$ cat src/rtl/dmem_lsu_ctrl_if.sv
// Request, response and data-memory signals of the load/store sequencer.
// The slave modport is the sequencer; the master side is the execute stage plus memory.
// Handshakes are valid/ready on request and response. The memory side has no flow control.
interface dmem_lsu_ctrl_if #(
    parameter int ADDR_W = 32
);
    // request from execute stage
    logic              req_valid;
    logic              req_ready;
    logic              req_store;
    logic [2:0]        req_funct3;
    logic [ADDR_W-1:0] req_addr;
    logic [31:0]       req_wdata;

    // response to execute stage
    logic              resp_valid;
    logic              resp_ready;
    logic [31:0]       resp_rdata;
    logic              resp_err;

    // byte-write-enabled synchronous data memory
    logic [ADDR_W-1:0] mem_daddr;
    logic [31:0]       mem_indata;
    logic [3:0]        mem_we;
    logic [31:0]       mem_outdata;

    modport slave (
        input  req_valid, req_store, req_funct3, req_addr, req_wdata,
        input  resp_ready, mem_outdata,
        output req_ready, resp_valid, resp_rdata, resp_err,
        output mem_daddr, mem_indata, mem_we
    );

    modport master (
        output req_valid, req_store, req_funct3, req_addr, req_wdata,
        output resp_ready, mem_outdata,
        input  req_ready, resp_valid, resp_rdata, resp_err,
        input  mem_daddr, mem_indata, mem_we
    );
endinterface

$ cat src/rtl/dmem_lsu_ctrl.sv
// RV32I load/store sequencer: lane-aligns stores, extends loads, and rejects bad accesses.
// Latency from accept to resp_valid is 1 cycle for an error, 2 for a store and 3 for a load.
// Accepts one request at a time. req_ready is low from accept until the response is taken.
module dmem_lsu_ctrl #(
    parameter int ADDR_W      = 32,
    parameter bit CHECK_ALIGN = 1'b1
) (
    input  logic           clk,
    input  logic           rst,
    dmem_lsu_ctrl_if.slave bus
);

    typedef enum logic [1:0] {
        IDLE   = 2'd0,
        ACCESS = 2'd1,
        LDATA  = 2'd2,
        RESP   = 2'd3
    } state_t;

    state_t      state;
    logic        store_q;   // captured request is a store
    logic [2:0]  f3_q;      // captured funct3, selects load extension
    logic [1:0]  off_q;     // byte offset inside the word, used for the load shift

    // request decode
    logic        f3_ok;
    logic        misal;
    logic        req_ok;
    logic [1:0]  eff_off;
    logic [31:0] nxt_indata;
    logic [3:0]  nxt_we;

    // load path
    logic [31:0] shifted;
    logic [31:0] ext_data;

    // Decode the offered request: legality, alignment, lane data and byte enables.
    always_comb begin
        f3_ok      = 1'b0;
        misal      = 1'b0;
        eff_off    = 2'b00;
        nxt_indata = bus.req_wdata;
        nxt_we     = 4'b0000;

        // LBU/LHU have no store counterpart, so funct3 100/101 are legal only for loads
        case (bus.req_funct3)
            3'b000, 3'b001, 3'b010: f3_ok = 1'b1;
            3'b100, 3'b101:         f3_ok = ~bus.req_store;
            default:                f3_ok = 1'b0;
        endcase

        // The effective offset drops the low bits a half or word cannot use. For aligned
        // accesses it equals the address offset. With alignment checking off, it gives the
        // "ignore low bits" behaviour.
        case (bus.req_funct3[1:0])
            2'b00: begin
                eff_off    = bus.req_addr[1:0];
                nxt_indata = {4{bus.req_wdata[7:0]}};
                nxt_we     = 4'b0001 << eff_off;
            end
            2'b01: begin
                misal      = bus.req_addr[0];
                eff_off    = {bus.req_addr[1], 1'b0};
                nxt_indata = {2{bus.req_wdata[15:0]}};
                nxt_we     = 4'b0011 << eff_off;
            end
            default: begin
                misal      = |bus.req_addr[1:0];
                eff_off    = 2'b00;
                nxt_indata = bus.req_wdata;
                nxt_we     = 4'b1111;
            end
        endcase

        // loads never write, whatever the size
        if (!bus.req_store) begin
            nxt_we = 4'b0000;
        end

        req_ok = f3_ok & ~(CHECK_ALIGN & misal);
    end

    // Move the addressed byte or half to bit 0, then sign- or zero-extend it by funct3.
    always_comb begin
        shifted  = bus.mem_outdata >> {off_q, 3'b000};
        ext_data = shifted;
        case (f3_q)
            3'b000:  ext_data = {{24{shifted[7]}}, shifted[7:0]};
            3'b001:  ext_data = {{16{shifted[15]}}, shifted[15:0]};
            3'b100:  ext_data = {24'd0, shifted[7:0]};
            3'b101:  ext_data = {16'd0, shifted[15:0]};
            default: ext_data = shifted;
        endcase
    end

    // Sequencer FSM. All outputs are registered, and reset clears any write in flight at once.
    always_ff @(posedge clk or posedge rst) begin
        if (rst) begin
            state          <= IDLE;
            store_q        <= 1'b0;
            f3_q           <= 3'b000;
            off_q          <= 2'b00;
            bus.req_ready  <= 1'b1;
            bus.resp_valid <= 1'b0;
            bus.resp_rdata <= 32'd0;
            bus.resp_err   <= 1'b0;
            bus.mem_daddr  <= '0;
            bus.mem_indata <= 32'd0;
            bus.mem_we     <= 4'b0000;
        end else begin
            case (state)
                IDLE: begin
                    if (bus.req_valid && bus.req_ready) begin
                        bus.req_ready <= 1'b0;
                        store_q       <= bus.req_store;
                        f3_q          <= bus.req_funct3;
                        off_q         <= eff_off;
                        if (req_ok) begin
                            state          <= ACCESS;
                            bus.mem_daddr  <= {bus.req_addr[ADDR_W-1:2], 2'b00};
                            bus.mem_indata <= nxt_indata;
                            bus.mem_we     <= nxt_we;
                        end else begin
                            // bad request: report it without any memory cycle
                            state          <= RESP;
                            bus.resp_valid <= 1'b1;
                            bus.resp_rdata <= 32'd0;
                            bus.resp_err   <= 1'b1;
                        end
                    end
                end
                ACCESS: begin
                    // memory samples address and enables at the end of this cycle
                    bus.mem_we <= 4'b0000;
                    if (store_q) begin
                        state          <= RESP;
                        bus.resp_valid <= 1'b1;
                        bus.resp_rdata <= 32'd0;
                        bus.resp_err   <= 1'b0;
                    end else begin
                        state <= LDATA;
                    end
                end
                LDATA: begin
                    // read data for the ACCESS address is on mem_outdata now
                    state          <= RESP;
                    bus.resp_valid <= 1'b1;
                    bus.resp_rdata <= ext_data;
                    bus.resp_err   <= 1'b0;
                end
                RESP: begin
                    if (bus.resp_ready) begin
                        state          <= IDLE;
                        bus.resp_valid <= 1'b0;
                        bus.req_ready  <= 1'b1;
                    end
                end
                default: begin
                    state          <= IDLE;
                    bus.req_ready  <= 1'b1;
                    bus.resp_valid <= 1'b0;
                    bus.mem_we     <= 4'b0000;
                end
            endcase
        end
    end

endmodule
$ cat src/flat_wrapper.sv
// flat-port wrapper written by rule: the top's interface ports become plain ports
module dmem_lsu_ctrl_flat 
#(
    parameter int ADDR_W      = 32,
    parameter bit CHECK_ALIGN = 1'b1
)
  (clk, rst, bus_req_valid, bus_req_store, bus_req_funct3, bus_req_addr, bus_req_wdata, bus_resp_ready, bus_mem_outdata, bus_req_ready, bus_resp_valid, bus_resp_rdata, bus_resp_err, bus_mem_daddr, bus_mem_indata, bus_mem_we);
  dmem_lsu_ctrl_if #(.ADDR_W(ADDR_W)) bus_i ();
  input  logic clk;
  input  logic rst;
  input wire logic [$bits(bus_i.req_valid)-1:0] bus_req_valid;
  input wire logic [$bits(bus_i.req_store)-1:0] bus_req_store;
  input wire logic [$bits(bus_i.req_funct3)-1:0] bus_req_funct3;
  input wire logic [$bits(bus_i.req_addr)-1:0] bus_req_addr;
  input wire logic [$bits(bus_i.req_wdata)-1:0] bus_req_wdata;
  input wire logic [$bits(bus_i.resp_ready)-1:0] bus_resp_ready;
  input wire logic [$bits(bus_i.mem_outdata)-1:0] bus_mem_outdata;
  output wire logic [$bits(bus_i.req_ready)-1:0] bus_req_ready;
  output wire logic [$bits(bus_i.resp_valid)-1:0] bus_resp_valid;
  output wire logic [$bits(bus_i.resp_rdata)-1:0] bus_resp_rdata;
  output wire logic [$bits(bus_i.resp_err)-1:0] bus_resp_err;
  output wire logic [$bits(bus_i.mem_daddr)-1:0] bus_mem_daddr;
  output wire logic [$bits(bus_i.mem_indata)-1:0] bus_mem_indata;
  output wire logic [$bits(bus_i.mem_we)-1:0] bus_mem_we;
  assign bus_i.req_valid = bus_req_valid;
  assign bus_i.req_store = bus_req_store;
  assign bus_i.req_funct3 = bus_req_funct3;
  assign bus_i.req_addr = bus_req_addr;
  assign bus_i.req_wdata = bus_req_wdata;
  assign bus_i.resp_ready = bus_resp_ready;
  assign bus_i.mem_outdata = bus_mem_outdata;
  assign bus_req_ready = bus_i.req_ready;
  assign bus_resp_valid = bus_i.resp_valid;
  assign bus_resp_rdata = bus_i.resp_rdata;
  assign bus_resp_err = bus_i.resp_err;
  assign bus_mem_daddr = bus_i.mem_daddr;
  assign bus_mem_indata = bus_i.mem_indata;
  assign bus_mem_we = bus_i.mem_we;
  dmem_lsu_ctrl #(.ADDR_W(ADDR_W), .CHECK_ALIGN(CHECK_ALIGN)) u_core (.clk(clk), .rst(rst), .bus(bus_i));
endmodule
$ cat config.mk
export PLATFORM = sky130hd
export DESIGN_NAME = dmem_lsu_ctrl_flat
export DESIGN_NICKNAME = d
export VERILOG_FILES = /design/src/rtl/dmem_lsu_ctrl_if.sv /design/src/rtl/dmem_lsu_ctrl.sv /design/src/flat_wrapper.sv
export SDC_FILE = /design/constraint.sdc
export NUM_CORES = 1
export LEC_CHECK = 0
export CAP_MARGIN = 20
export CORE_MARGIN = 1
export CORE_UTILIZATION = 45
export CTS_BUF_LIST = sky130_fd_sc_hd__clkbuf_8
export CTS_CLUSTER_SIZE = 14
export DETAILED_ROUTE_END_ITERATION = 7
export GPL_TIMING_DRIVEN = 0
export PLACE_DENSITY = 0.87
export SLEW_MARGIN = 15
export SYNTH_ARGS = -nofsm -noshare
export SYNTH_HDL_FRONTEND = slang
export SYNTH_SLANG_ARGS = --single-unit
$ cat constraint.sdc
create_clock -name clk -period 3.9 [get_ports clk]
set_input_delay 0.39 -clock clk [delete_from_list [all_inputs] [get_ports clk]]
set_output_delay 0.39 -clock clk [all_outputs]
set_load 0.05 [all_outputs]
==> flow_summary.json, run 1 <==
{
  "first_iter_violations": 282,
  "relSlewSlack_pct": 42.71,
  "intPower_uw": 3592,
  "gp_congestion": 0.8651,
  "cp.required_ns": 4.12,
  "coreArea_sq_um": 11470,
  "drive_gt1_share_pct": 13.54,
  "skew_ns": 0.007282,
  "grt_max_degree": 74,
  "startpoint_type": "flip-flop",
  "report.final.hold_viol_count": 0,
  "wl_per_cell_microns": 19.23,
  "path_class": "flip-flop to flip-flop",
  "core.rowCount": 39,
  "clk_pin_slew_worst_paths_ns": 0.10,
  "dieArea_sq_um": 12280,
  "ys_async_sr_fraction_pct": 100.0,
  "postCtsHoldBufs": 0,
  "fillers": 854,
  "grt_pass1_wl_mm": 26.54,
  "ios": 207,
  "first_global_vias": 5070,
  "power.total_uw": 7052,
  "die_w_microns": 110.8,
  "critPathCaptureType": "flip-flop",
  "pwr_density_cell_nw_per_um2": 897.5,
  "antenna_left": 0,
  "synth_cell_types": 42,
  "power_switching_uw": 3460,
  "ys.warnings.count": 0,
  "ir_drop_mv": 0.6735,
  "route.vias.total": 4847,
  "finalSetupTns_ns": 0,
  "antennaDiodeCount": 0,
  "synth_area_sq_um": 5329,
  "crit_path_max_fanout": 10,
  "synth_ff_type": "dfrtp_1",
  "detailedRoute.firstPassIterationCount": 4,
  "wirelength_mm": 16.39,
  "post_cts_buffers": 0,
  "synth_cells": 487,
  "period_share_pct": 64.09,
  "final-max-slew-violation-count": 0,
  "drc": 0,
  "cts.sinks": 109,
  "layout.nets": 813,
  "die_h_microns": 110.8,
  "synth-seq-area-share_pct": 51.21,
  "combPwrFrac_pct": 60.3,
  "rsz0062_at_grt": "false",
  "hpwl_mm": 12.54,
  "synth_edf_count": 0,
  "clkPwrFrac_pct": 12.7,
  "p_sw_share_pct": 49.06,
  "area_growth_pct": 47.45,
  "syn_area_per_cell_sq_um": 10.94,
  "outcome": "finished, final reports clean",
  "p_leak_uw": 0.003365,
  "start_util_pct": 46.47,
  "groute.usage.overall_pct": 27.42,
  "worstRegToRegCells": 8,
  "finalSetupViolations": 0,
  "ctsHtreeMaxLevel": 3,
  "viasPerCell": 5.689,
  "utilization_pct": 68.52,
  "clock_latency_ns": 0.37,
  "clock_path_buffers": 2,
  "clockRootBuffer": "clkbuf_8",
  "crit_arrival_ns": 2.72,
  "io_buffers": 204,
  "grt_antenna_before_repair": 0,
  "whs_ns": 0.3756,
  "worstHoldPathType": "primary input to asynchronous set/reset pin",
  "seq_power_share_pct": 27.1,
  "synth_seq_cells": 109,
  "postCtsResizedCells": 0,
  "clock.fmax_mhz": 400.1,
  "grt_overflow": 0,
  "cts_tree": "built",
  "fin_crit_ns": 2.499,
  "max_slew.worst_pin.slew_ns": 0.8528,
  "cap_violations": 0,
  "numCtsBuffers": 9
}
==> worst max-delay path, stage by stage (launching register included) <==
cell and delay (ns):
dfrtp_1 0.43, inv_1 0.10, ha_1 0.18, buf_2 0.17, nand3_1 0.28, o21bai_2 0.27
buf_2 0.31, clkbuf_1 0.41, o21ai_0 0.19
==> logic make-up (layout without fill, tap and decap cells) <==
group / count (synthesis) / count (layout) / share of synthesized area (%)
other: 1 / 2 / 0.07037
buffers and inverters: 56 / 277 / 4.555
and+or+nand+nor: 93 / 93 / 8.101
adders and majority gates: 5 / 5 / 1.174
DFF: 109 / 109 / 51.21
AOI/OAI and AO/OA: 134 / 134 / 16.67
muxes: 89 / 89 / 18.22
==> registers in the layout, summed over array words and instances, names as in the netlist <==
signal / flops
u_core.bus.mem_daddr: 30
u_core.bus.mem_indata: 32
u_core.bus.mem_we: 4
u_core.bus.req_ready: 1
u_core.bus.resp_err: 1
u_core.bus.resp_rdata: 32
u_core.bus.resp_valid: 1
u_core.f3_q: 3
u_core.off_q: 2
u_core.state: 2
u_core.store_q: 1
==> cell usage after synthesis (2+ instances only) <==
cell type  instances  area share, %
a211oi_1           7           0.99
a21oi_1           13            1.2
a221oi_1           8            1.3
buf_1              6           0.42
buf_2             11            1.0
buf_4              3           0.42
clkbuf_1          17            1.2
dfrtp_1          108             51
ha_1               5            1.2
inv_1             17            1.2
mux2_1             2           0.42
mux2_2            52             11
mux2i_1           34            6.4
nand2_1           35            2.5
nand2b_1           3           0.35
nand3_1           17            1.6
nor2_1            22            1.5
nor2b_1            8           0.94
nor3_1             3           0.28
o21ai_0           63            5.9
o21ai_1            3           0.28
o2bb2ai_1         16            2.6
o31a_1             2           0.33
o31ai_1            9            1.3
o41ai_1            4           0.66
o41ai_2            2           0.61
or2_2              2           0.23
==> area by class of cell <==
class	count	area, sq um	share of cell area, %
Clock inverter	6	133.9	1.704
Clock buffer	10	137.6	1.752
Multi-Input combinational cell	323	2361	30.05
Buffer	38	175.2	2.229
Inverter	18	72.57	0.9236
Sequential cell	109	2729	34.73
Timing Repair Buffer	205	2069	26.34
Tap cell	143	178.9	2.277
==> per-layer routing <==
metal | GRT usage (%) | vias up | part of all wire [%]
li1 | - | 2177 | -
met1 | 31.36 | 2354 | 37
met2 | 45.92 | 280 | 48
met3 | 11.76 | 36 | 12
met4 | 9.333 | 0 | 2.6
met5 | 0 | - | 0
==> path summary, 6_finish.rpt <==
| check | start | end | slack (ns) |
|---|---|---|---|
| setup reg to reg | u_core.state[1]$_DFFE_PP0P_ | u_core.bus.mem_indata[10]$_DFFE_PP0P_ | 1.40 |
| min in group clk | u_core.bus.mem_indata[11]$_DFFE_PP0P_ | u_core.bus.mem_indata[11]$_DFFE_PP0P_ | 0.50 |
| max in group asynchronous | rst | u_core.bus.mem_indata[29]$_DFFE_PP0P_ | 2.86 |
| hold reg to reg | u_core.bus.mem_indata[11]$_DFFE_PP0P_ | u_core.bus.mem_indata[11]$_DFFE_PP0P_ | 0.50 |
| setup / recovery | u_core.state[1]$_DFFE_PP0P_ | u_core.bus.mem_indata[10]$_DFFE_PP0P_ | 1.40 |
| hold / removal | rst | u_core.bus.mem_daddr[19]$_DFFE_PP0P_ | 0.38 |
==> power by group through the flow <==
stage	registers [uW]	clock network [uW]	logic [uW]
after floorplan	3420	0	1250
after global placement	1890	0	4140
after detailed placement	1920	0	4230
after CTS	1910	905	4250
after global routing	1970	949	4480
final	1910	892	4250
==> metrics by stage <==
stage                     area (sq um)  cells  setup slack [ns]
after global placement            7553    835           -0.8069
after detailed placement          7586    836             1.217
after CTS                         7858    852             1.393
after floorplan                   5333    488            0.6377
after global routing              7858    852             1.144
final                             7858    852             1.401
==> layout by cell type, fill, tap and decap left out, drive strengths merged, types with 2 or more instances in the layout <==
cell / Yosys / routed
clkdlybuf4s50: 0 / 204
dfrtp: 108 / 108
o21ai: 66 / 66
mux2: 54 / 54
nand2: 35 / 35
mux2i: 34 / 34
clkbuf: 17 / 27
nor2: 22 / 22
buf: 21 / 22
inv: 18 / 18
nand3: 17 / 17
o2bb2ai: 16 / 16
a21oi: 13 / 13
o31ai: 10 / 10
a221oi: 9 / 9
nor2b: 8 / 8
a211oi: 7 / 7
o41ai: 6 / 6
ha: 5 / 5
bufinv: 0 / 4
nand2b: 3 / 3
nor3: 3 / 3
or2: 2 / 2
o31a: 2 / 2
conb: 1 / 2
clkinv: 0 / 2
(Power assumes the default switching activity.)
==> run 2: changes to the inputs <==
==> constraint.sdc (replaced) <==
create_clock -name clk -period 2.45 [get_ports clk]
set_input_delay 0.245 -clock clk [delete_from_list [all_inputs] [get_ports clk]]
set_output_delay 0.245 -clock clk [all_outputs]
set_load 0.05 [all_outputs]
==> run 2 against run 1 <==
  * Global-route usage down 0.60 points
  * Cell count up 0.12%
  * Wire length is 1.7% lower
  * Clock-buffer cell count increased by 1
  * Critical path depth unchanged
  * Design area fell by 0.18%
  * First-iteration DRC count down 35%
  * Register-to-register slack got worse by 1.2 ns
  * Flip-flop and latch count is the same
  * Setup slack worse by 1.2 ns
  * Sequential power increased by 59%
  * Maximum frequency grew 11%
  * Highest routed layer unchanged
==> flow_summary.json, run 2 (synthesis gave the netlist of run 1 again) <==
{
  "postCtsResizedCells": 2,
  "max_slew.worst_pin.slew_ns": 0.8121,
  "post_cts_buffers": 0,
  "die_h_microns": 110.8,
  "clockRootBuffer": "clkbuf_8",
  "period_share_pct": 92.20,
  "cap_violations": 0,
  "path_class": "flip-flop to flip-flop",
  "wirelength_mm": 16.10,
  "crit_path_max_fanout": 10,
  "core.rowCount": 39,
  "report.final.hold_viol_count": 0,
  "clock_latency_ns": 0.38,
  "reg2reg_slack_ns": 0.19,
  "viasPerCell": 5.664,
  "final_common_cell": "clkdlybuf4s50_1",
  "groute.usage.overall_pct": 26.82,
  "relSlewSlack_pct": 45.44,
  "p_leak_uw": 0.003357,
  "antennaDiodeCount": 0,
  "fin_crit_ns": 2.259,
  "area_growth_pct": 47.19,
  "antenna_left": 0,
  "first_iter_violations": 184,
  "outcome": "finished, final reports clean",
  "postLayoutCellArea_sq_um": 7844,
  "cts.sinks": 109,
  "numCtsBuffers": 9,
  "first_global_vias": 4952,
  "critPathCaptureType": "flip-flop",
  "skew_ns": 0.008765,
  "finalSetupViolations": 0,
  "drive_gt1_share_pct": 14.51,
  "wl_per_cell_microns": 18.88,
  "gp_congestion": 0.9090,
  "final-max-slew-violation-count": 0,
  "ctsHtreeMaxLevel": 3,
  "hpwl_mm": 12.42,
  "regArea_sq_um": 2729,
  "pwr_density_cell_nw_per_um2": 1398,
  "cts_tree": "built",
  "layout.nets": 814,
  "crit_arrival_ns": 2.54,
  "placed_area_sq_um": 7617,
  "multiInputGateArea_sq_um": 2379,
  "grt_overflow": 0,
  "grt_antenna_before_repair": 0,
  "start_util_pct": 46.47,
  "startpoint_type": "flip-flop",
  "layout_common_cells": "clkdlybuf4s50_1, dfrtp_1, o21ai_0, mux2_2, nand2_1",
  "die_w_microns": 110.8,
  "top_regs": "u_core.bus.mem_indata x32, u_core.bus.resp_rdata x32, u_core.bus.mem_daddr x30",
  "route.vias.total": 4831,
  "coreArea_sq_um": 11470,
  "worstHoldPathType": "primary input to asynchronous set/reset pin",
  "ios": 207,
  "clk_pin_slew_worst_paths_ns": 0.11,
  "io_buffers": 204,
  "grt_pass1_wl_mm": 25.89,
  "clock.fmax_mhz": 442.7,
  "finalSetupTns_ns": 0,
  "dieArea_sq_um": 12280,
  "fillers": 845,
  "cp.required_ns": 2.73,
  "rsz0062_at_grt": "false",
  "drc": 0,
  "postCtsHoldBufs": 0,
  "clock_path_buffers": 2,
  "grt_max_degree": 33,
  "ir_drop_mv": 1.088,
  "detailedRoute.firstPassIterationCount": 5
}
==> run 2: changes by cell type in the layout (fill, tap and decap cells not counted), moves of 3 or more <==
cell,change
clkbuf_1,-4
buf_12,+3
bufinv_16,-3
clkbuf_2,+3
==> run 2: critical path, stage by stage, from the launching register on <==
cell	delay (ns)
dfrtp_1	0.44
inv_1	0.14
ha_1	0.16
buf_2	0.22
nand3_4	0.15
o21bai_2	0.28
buf_2	0.24
buf_2	0.20
mux2_1	0.32
==> run 2: path summary, 6_finish.rpt <==
kind	start	endpoint	cells past startpoint
setup reg to reg	u_core.state[0]$_DFFE_PP0P_	u_core.bus.mem_daddr[3]$_DFFE_PP0P_	8
max in group asynchronous	rst	u_core.bus.mem_daddr[8]$_DFFE_PP0P_	4
min in group clk	bus_req_addr[3]	u_core.bus.mem_daddr[3]$_DFFE_PP0P_	2
hold / removal	rst	u_core.bus.resp_rdata[11]$_DFFE_PP0P_	2
hold reg to reg	u_core.bus.mem_indata[9]$_DFFE_PP0P_	u_core.bus.mem_indata[9]$_DFFE_PP0P_	2
setup / recovery	u_core.state[0]$_DFFE_PP0P_	u_core.bus.mem_daddr[3]$_DFFE_PP0P_	8
==> run 2: layout make-up <==
class                           count  area share, %
Sequential cell                   109          34.79
Clock buffer                       11          1.930
Timing Repair Buffer              207          26.80
Multi-Input combinational cell    323          30.32
Tap cell                          143          2.281
Clock inverter                      5         0.7338
Inverter                           18         0.9092
Buffer                             37          2.233
==> run 2: per-layer routing <==
layer,GRT usage (%),up-vias,wire [microns]
met5,0,-,0
met4,11.56,0,452
met3,9.240,36,1650
met2,45.47,239,7848
met1,30.70,2375,6152
li1,-,2181,-
==> run 2: power breakdown <==
group | internal, uW | total [uW] | switching [uW]
Sequential | 2570 | 3040 | 465
Clock | 531 | 1150 | 619
Combinational | 2340 | 6770 | 4430
Total | 5440 | 11000 | 5520
==> run 2: per-stage QoR <==
| step | setup WS (ns) | cells | power (uW) | hold WS [ns] | util [%] |
|---|---|---|---|---|---|
| floorplan | 0.3637 | 488 | 7440 | 0.3767 | - |
| global route | 0.03841 | 853 | 11500 | 0.3038 | 68.40 |
| finish | 0.1910 | 853 | 10960 | 0.2643 | 68.40 |
| CTS | 0.08768 | 854 | 10980 | 0.2650 | 68.30 |
| global placement | -0.1128 | 835 | 9595 | 0.4632 | 65.90 |
| detailed placement | -0.1276 | 838 | 9798 | 0.4706 | 66.43 |
